`src/rtl/dmem_arbiter_pkg.sv`:
```
// Shared definitions for the data-RAM arbiter: lock FSM states, port indices, default widths.
// Latency: n/a (types and constants only).
// Backpressure: n/a.
package dmem_arbiter_pkg;

  typedef enum logic {
    ARB_IDLE   = 1'b0,
    ARB_LOCKED = 1'b1
  } arb_state_t;

  localparam logic PORT_CORE = 1'b0;
  localparam logic PORT_LDR  = 1'b1;

  localparam int DATA_WIDTH_DEF = 32;
  localparam int ADDR_BITS_DEF  = 32;

  // Counter width that can hold the value max exactly (not just max-1).
  function automatic int lock_cnt_width(input int max);
    return $clog2(max + 1);
  endfunction

endpackage

```
`src/rtl/dmem_arb_lock_ctr.sv`:
```
// Loader lock FSM plus saturating counter of loader grants taken while the core waits.
// Latency: outputs depend only on registered state and ldr_lock (no path from grants).
// Backpressure: lock_hold drops once MAX_LOCK loader grants starved the core, forcing one core grant.
module dmem_arb_lock_ctr
  import dmem_arbiter_pkg::*;
#(
  parameter int MAX_LOCK = 8
) (
  input  logic clk,
  input  logic rst,
  input  logic ldr_lock,
  input  logic core_req,
  input  logic core_gnt,
  input  logic ldr_gnt,
  output logic locked,
  output logic lock_hold
);

  localparam int CW = lock_cnt_width(MAX_LOCK);
  localparam logic [CW-1:0] CNT_MAX = CW'(MAX_LOCK);

  arb_state_t      state, state_nxt;
  logic [CW-1:0]   lock_cnt, cnt_nxt;

  // State and counter registers; reset drops any burst in progress.
  always_ff @(posedge clk or posedge rst) begin
    if (rst) begin
      state    <= ARB_IDLE;
      lock_cnt <= '0;
    end else begin
      state    <= state_nxt;
      lock_cnt <= cnt_nxt;
    end
  end

  // Next state: enter on a locked loader grant, leave as soon as the loader releases lock.
  always_comb begin
    state_nxt = state;
    cnt_nxt   = lock_cnt;
    case (state)
      ARB_IDLE: begin
        if (ldr_gnt && ldr_lock) state_nxt = ARB_LOCKED;
      end
      ARB_LOCKED: begin
        if (!ldr_lock) state_nxt = ARB_IDLE;
      end
      default: state_nxt = ARB_IDLE;
    endcase

    if ((state == ARB_LOCKED) && !ldr_lock) begin
      cnt_nxt = '0;
    end else if (core_gnt) begin
      cnt_nxt = '0;
    end else if ((state == ARB_LOCKED) && ldr_gnt && core_req && (lock_cnt < CNT_MAX)) begin
      cnt_nxt = lock_cnt + 1'b1;
    end
  end

  assign locked    = (state == ARB_LOCKED);
  assign lock_hold = ldr_lock && (lock_cnt < CNT_MAX);

endmodule

```
`src/rtl/dmem_arbiter.sv`:
```
// Shares the data RAM between the core load/store port and the loader/DMA port (optional DMEM_ARB_LOCK_EN).
// Latency: grants combinational, core access in grant cycle, loader read data one cycle after grant.
// Backpressure: the losing port is denied (core_stall); locked loader bursts yield after MAX_LOCK starved cycles.
module dmem_arbiter
  import dmem_arbiter_pkg::*;
#(
  parameter int data_width   = DATA_WIDTH_DEF,
  parameter int address_bits = ADDR_BITS_DEF,
  parameter int MAX_LOCK     = 8
) (
  input  logic                    clk,
  input  logic                    rst,
  input  logic                    core_req,
  input  logic                    core_we,
  input  logic [address_bits-1:0] core_addr,
  input  logic [data_width-1:0]   core_wdata,
  output logic                    core_gnt,
  output logic                    core_stall,
  output logic [data_width-1:0]   core_rdata,
  input  logic                    ldr_req,
  input  logic                    ldr_we,
  input  logic                    ldr_lock,
  input  logic [address_bits-1:0] ldr_addr,
  input  logic [data_width-1:0]   ldr_wdata,
  output logic                    ldr_gnt,
  output logic                    ldr_rvalid,
  output logic [data_width-1:0]   ldr_rdata,
  output logic [address_bits-1:0] ram_addr,
  output logic [data_width-1:0]   ram_wd,
  output logic                    ram_we,
  input  logic [data_width-1:0]   ram_rd
);

  logic last;      // port granted most recently
  logic ldr_wins;  // loader takes a contended cycle

`ifdef DMEM_ARB_LOCK_EN
  logic locked;
  logic lock_hold;

  dmem_arb_lock_ctr #(
    .MAX_LOCK (MAX_LOCK)
  ) u_lock_ctr (
    .clk       (clk),
    .rst       (rst),
    .ldr_lock  (ldr_lock),
    .core_req  (core_req),
    .core_gnt  (core_gnt),
    .ldr_gnt   (ldr_gnt),
    .locked    (locked),
    .lock_hold (lock_hold)
  );

  // In a burst the loader keeps priority only while it holds lock and has budget left.
  assign ldr_wins = locked ? lock_hold : (last == PORT_CORE);
`else
  logic unused_cfg;
  assign unused_cfg = ldr_lock ^ (MAX_LOCK > 0);
  assign ldr_wins   = (last == PORT_CORE);
`endif

  assign core_gnt   = core_req & ~(ldr_req & ldr_wins);
  assign ldr_gnt    = ldr_req & ~(core_req & ~ldr_wins);
  assign core_stall = core_req & ~core_gnt;
  assign core_rdata = ram_rd;

  // Round-robin history; reset favours the core on the first contention.
  always_ff @(posedge clk or posedge rst) begin
    if (rst) begin
      last <= PORT_LDR;
    end else if (core_gnt) begin
      last <= PORT_CORE;
    end else if (ldr_gnt) begin
      last <= PORT_LDR;
    end
  end

  // Capture loader read data at the end of its grant cycle; writes never produce rvalid.
  always_ff @(posedge clk or posedge rst) begin
    if (rst) begin
      ldr_rvalid <= 1'b0;
      ldr_rdata  <= '0;
    end else begin
      ldr_rvalid <= ldr_gnt & ~ldr_we;
      if (ldr_gnt && !ldr_we) ldr_rdata <= ram_rd;
    end
  end

  // RAM port mux: idle cycles drive zeros so nothing is written.
  always_comb begin
    ram_addr = '0;
    ram_wd   = '0;
    ram_we   = 1'b0;
    if (core_gnt) begin
      ram_addr = core_addr;
      ram_wd   = core_wdata;
      ram_we   = core_we;
    end else if (ldr_gnt) begin
      ram_addr = ldr_addr;
      ram_wd   = ldr_wdata;
      ram_we   = ldr_we;
    end
  end

endmodule
```
`config.mk`:
```
export PLATFORM = sky130hd
export DESIGN_NAME = dmem_arbiter
export DESIGN_NICKNAME = d
export VERILOG_FILES = /design/src/rtl/dmem_arbiter_pkg.sv /design/src/rtl/dmem_arb_lock_ctr.sv /design/src/rtl/dmem_arbiter.sv
export SDC_FILE = /design/constraint.sdc
export NUM_CORES = 1
export LEC_CHECK = 0
export CORE_AREA = 2 2 118 120
export DETAILED_ROUTE_END_ITERATION = 8
export DIE_AREA = 0 0 120 122
export PLACE_DENSITY = 0.61
export SLEW_MARGIN = 30
export SYNTH_ARGS = -nofsm -noshare
export SYNTH_HDL_FRONTEND = slang
export SYNTH_SLANG_ARGS = --single-unit
```
`constraint.sdc`:
```
create_clock -name clk -period 2.9 [get_ports clk]
set_input_delay 0.58 -clock clk [delete_from_list [all_inputs] [get_ports clk]]
set_output_delay 0.58 -clock clk [all_outputs]
set_load 0.02 [all_outputs]
```
# Yosys cells after proc, flatten, opt, wreduce, memory -nomap -nowiden
# Index checks and enable logic that the tools add are counted.
totals:
  output_inout_bits: 133
  regBits: 34
  wordCells: 25
classes:
  reduce_logical: 3
  muxes: 8
  bitwise_logic: 11
op_table:
  columns: ["op", "n"]
  rows:
  - ["32-bit 2-to-1 mux", 4]
  - ["1-bit bitwise AND", 6]
  - ["1-bit inverter", 5]
  - ["1-bit 2-to-1 mux", 4]
  - ["2-bit nonzero test", 1]
  - ["1-bit logical AND", 1]
  - ["1-bit logical NOT", 1]

# Logic depth before layout (Yosys ltp)
depth:
  ltp_word: 6
  depth_mapped: 5
  depth_no_buf: 3

# Worst setup path after synthesis
# Ideal clock, no wire load.
synth_path:
  kind: "input to output"
  startpoint: "input port core_req"
  endpoint: "output port ram_addr[20]"
  cell_stages: 3
  required_ns: 2.320
  t_arrival_ns: 1.500
  setup_slack_ns: 0.820
  path_buffers: 1
  cell_sequence: "a21boi_1 clkbuf_1 a22o_1"
synth_via:
  word_cells_on_any_way: 6
  classes_between: "mux: 2; bitwise: 4"
synth_lines:
  columns: ["item", "line_no", "source"]
  rows:
  - ["from (decl)", "dmem_arbiter.sv:13", "input logic core_req,"]
  - ["1-bit bitwise AND", "dmem_arbiter.sv:62", "assign core_gnt = core_req & ~(ldr_req & ldr_wins);"]
  - ["net core_gnt", "dmem_arbiter.sv:17", "output logic core_gnt,"]
  - ["32-bit 2-to-1 mux", "dmem_arbiter.sv:94", "if (core_gnt) begin"]
  - ["to (decl)", "dmem_arbiter.sv:28", "output logic [address_bits-1:0] ram_addr,"]
# The timed path passes the listed nets, and every way through them passes these cells.

# Final worst setup path
layout_path:
  startpoint: "input port core_req"
  endpoint: "output port ldr_gnt"
layout_via:
  elab_chain_cells: 3
layout_lines:
  columns: ["item", "line_no", "source"]
  rows:
  - ["1-bit bitwise AND", "dmem_arbiter.sv:63", "assign ldr_gnt = ldr_req & ~(core_req & ~ldr_wins);"]
  - ["1-bit inverter", "dmem_arbiter.sv:63", null]
  - ["1-bit bitwise AND", "dmem_arbiter.sv:63", null]
  - ["to (decl)", "dmem_arbiter.sv:25", "output logic ldr_gnt,"]
# Every way passes these cells.

==> flow_metrics.py <==
metrics = {
    "clocking": {
        "h-tree-depth": 2,
        "clk_path_buf_depth": 2,
        "cts_tree": "built",
        "ctsHoldBuffers": 0,
        "cts_sinks": 34,
        "cts_root_buffer": "clkbuf_16",
        "clkSlewWorstSetupHoldPaths_ns": 0.05,
        "clk_latency_ns": 0.27,
        "numCtsBuffers": 5,
    },
    "synthesis": {
        "ys_types": 17,
        "async_flop_share": 1.00,
        "synth_area_leaders": "dfrtp_1 (36%), a22o_1 (25%), mux2_4 (19%)",
        "yosys.area.top_type": "dfrtp_1",
        "yosys_register_bits": 34,
        "yosys_most_used_dff": "dfrtp_1",
        "syn_area_um2": 2290,
        "syn_inst": 189,
        "ys_warn_count": 0,
        "syn_nets": 356,
        "synthTopCellsByCount": "a22o_1 (65), dfrtp_1 (33), buf_4 (32)",
        "synth_most_common_cell": "a22o_1",
        "yosysSeqAreaShare": 0.372,
        "syn_avg_cell_area_um2": 12.1,
        "synth-edff-count": 0,
        "synth_top_area_frac": 0.361,
    },
    "global_route": {
        "grt.overflow.total": 0,
        "grt_pass1_vias": 2606,
        "grt.total_usage": 0.128,
        "grt_max_degree": 45,
        "grt_antenna_before_repair": 0,
        "grt_first_pass_wirelength_um": 14600,
    },
    "sta": {
        "max_freq_mhz": 354,
        "worst_clock_skew_ns": 0.00203,
        "setup_violations": 0,
        "worstMarginPinSlew_ns": 0.433,
        "hold_violations": 0,
        "finalMaxSlewViolations": 0,
        "period_needed_ns": 2.82,
        "relSlewSlack": 0.712,
        "fin_crit_sh": 0.974,
        "rsz0062_at_grt": "no",
    },
    "routing": {
        "drtIter0Drc": 44,
        "viasPerCell": 4.05,
        "num_vias": 2565,
        "wl_per_cell_um": 15.8,
        "routed_wl_um": 10000,
        "ant_nets": 0,
        "drc": 0,
        "first_pass_iters": 4,
    },
    "critical_path": {
        "path_class": "in2out",
        "crit_path_end_kind": "primary output",
        "crit_fanout": 20,
        "start_kind": "input port",
        "arrival_ns": 2.24,
        "required_ns": 2.32,
    },
    "placed_design": {
        "dpl-instance-area_um2": 5260,
        "numPortBuffers": 298,
        "routabilityCongestion": 0.750,
        "hpwl_um": 8650,
    },
    "cells_and_area": {
        "postLayoutCoreUtil": 0.397,
        "n_antenna_cell": 0,
        "final_cell_area_um2": 5360,
        "fillers": 1323,
        "layout-drive-gt1-share": 0.121,
        "nets": 620,
        "syn2layout_area_growth_pct": 134,
    },
    "floorplanning": {
        "die_y_um": 122,
        "die-area_um2": 14600,
        "boundaryPins": 300,
        "dieWidth_um": 120,
        "start_util": 0.170,
        "core_area_um2": 13500,
        "core.rowCount": 43,
    },
    "outcome": {
        "status": "complete, no violations",
    },
    "pwr": {
        "total_leakage_power_nw": 2.38,
        "vdd_drop_max_mv": 0.234,
        "pwr_density_cell_nw_per_um2": 457,
    },
    "flow_run": {
        "drv_cap": 0,
    },
    "hold_path": {
        "hold_class": "reg2reg",
    },
}
==> path summary, 6_finish.rpt <==
path                                           start                         to  slack (ns)  depth (start not counted)
min in group asynchronous                        rst  ldr_rdata[14]$_DFFE_PP0P_        0.72                          3
max                                         core_req                    ldr_gnt        0.08                          4
max in group asynchronous                        rst           last$_DFFE_PP1P_        1.85                          3
min                        ldr_rdata[24]$_DFFE_PP0P_  ldr_rdata[24]$_DFFE_PP0P_        0.50                          1
min reg2reg                ldr_rdata[24]$_DFFE_PP0P_  ldr_rdata[24]$_DFFE_PP0P_        0.50                          1
max reg2reg                         last$_DFFE_PP1P_  ldr_rdata[22]$_DFFE_PP0P_        1.18                          5
==> routing by layer <==
| layer | global-route usage | part of all wire | up-vias |
|---|---|---|---|
| met4 | 0.0316 | 0.010 | 0 |
| met5 | 0 | 0 | - |
| met3 | 0.0356 | 0.095 | 6 |
| met1 | 0.140 | 0.36 | 1182 |
| met2 | 0.244 | 0.54 | 162 |
| li1 | - | - | 1215 |
==> final cells by class <==
type | instances | area [µm²] | share of cell area
clock buffers | 7 | 133 | 0.0247
clock inverters | 1 | 30.0 | 0.00560
inverters | 2 | 7.51 | 0.00140
multi-input cells | 103 | 1100 | 0.205
flip-flops and latches | 34 | 852 | 0.159
well taps | 180 | 225 | 0.0420
repair buffers | 307 | 3010 | 0.562
==> worst max-delay path, cell delays in order <==
cell	delay, ns
clkdlybuf4s50_1	0.51
a21boi_4	0.23
buf_4	0.27
clkdlybuf4s50_1	0.65
==> metrics by stage <==
stage               hold slack [ns]  cells  worst slack, ns  setup TNS [ns]  power, mW
finish                        0.500    634           0.0763               0       2.45
global route                  0.517    634           0.0194               0       2.57
CTS                           0.507    634           0.0340               0       2.49
detailed placement            0.492    626           -0.184           -8.31       1.95
global placement              0.488    626           -0.136           -5.55       1.94
floorplan                     0.487    189            0.820               0       1.25
==> cell usage in the layout, fill, tap and decap left out <==
master / synthesis / routed
a21boi_4: 0 / 2
a21oi_1: 1 / 1
a22o_1: 65 / 65
and2b_2: 0 / 1
and3_1: 1 / 1
buf_12: 0 / 3
buf_4: 32 / 9
buf_8: 0 / 1
bufinv_16: 0 / 1
clkbuf_1: 2 / 2
clkbuf_16: 0 / 5
clkdlybuf4s50_1: 0 / 232
dfrtp_1: 33 / 33
dfstp_2: 1 / 1
dlygate4sd2_1: 0 / 61
dlymetal6s2s_1: 0 / 1
inv_1: 2 / 2
mux2_2: 3 / 3
mux2_4: 29 / 29
nor2_1: 1 / 1
==> sequential cells by signal (all words and copies together), names as in the netlist <==
register    flops
last            1
ldr_rdata      32
ldr_rvalid      1
==> cell families (layout without fill, tap and decap cells) <==
family                 after synthesis  count (layout)  synth area share
AOI/OAI and AO/OA                   68              68             0.259
buffers and inverters               52             317             0.156
DFF                                 34              34             0.372
muxes                               32              32             0.205
and+or+nand+nor                      3               3           0.00765
==> timing repair <==
action	in CTS	in global routing
gates resized for setup	63	1
pin swaps	0	0
buffers inserted	0	0
endpoints found under the setup margin	62	1
==> power by group <==
| part | internal, mW | total (mW) | switching (mW) |
|---|---|---|---|
| Combinational | 0.697 | 1.24 | 0.546 |
| Clock | 0.405 | 0.583 | 0.177 |
| Sequential | 0.573 | 0.625 | 0.0515 |
| Total | 1.68 | 2.45 | 0.775 |
Power figures use the tool's default switching activity.
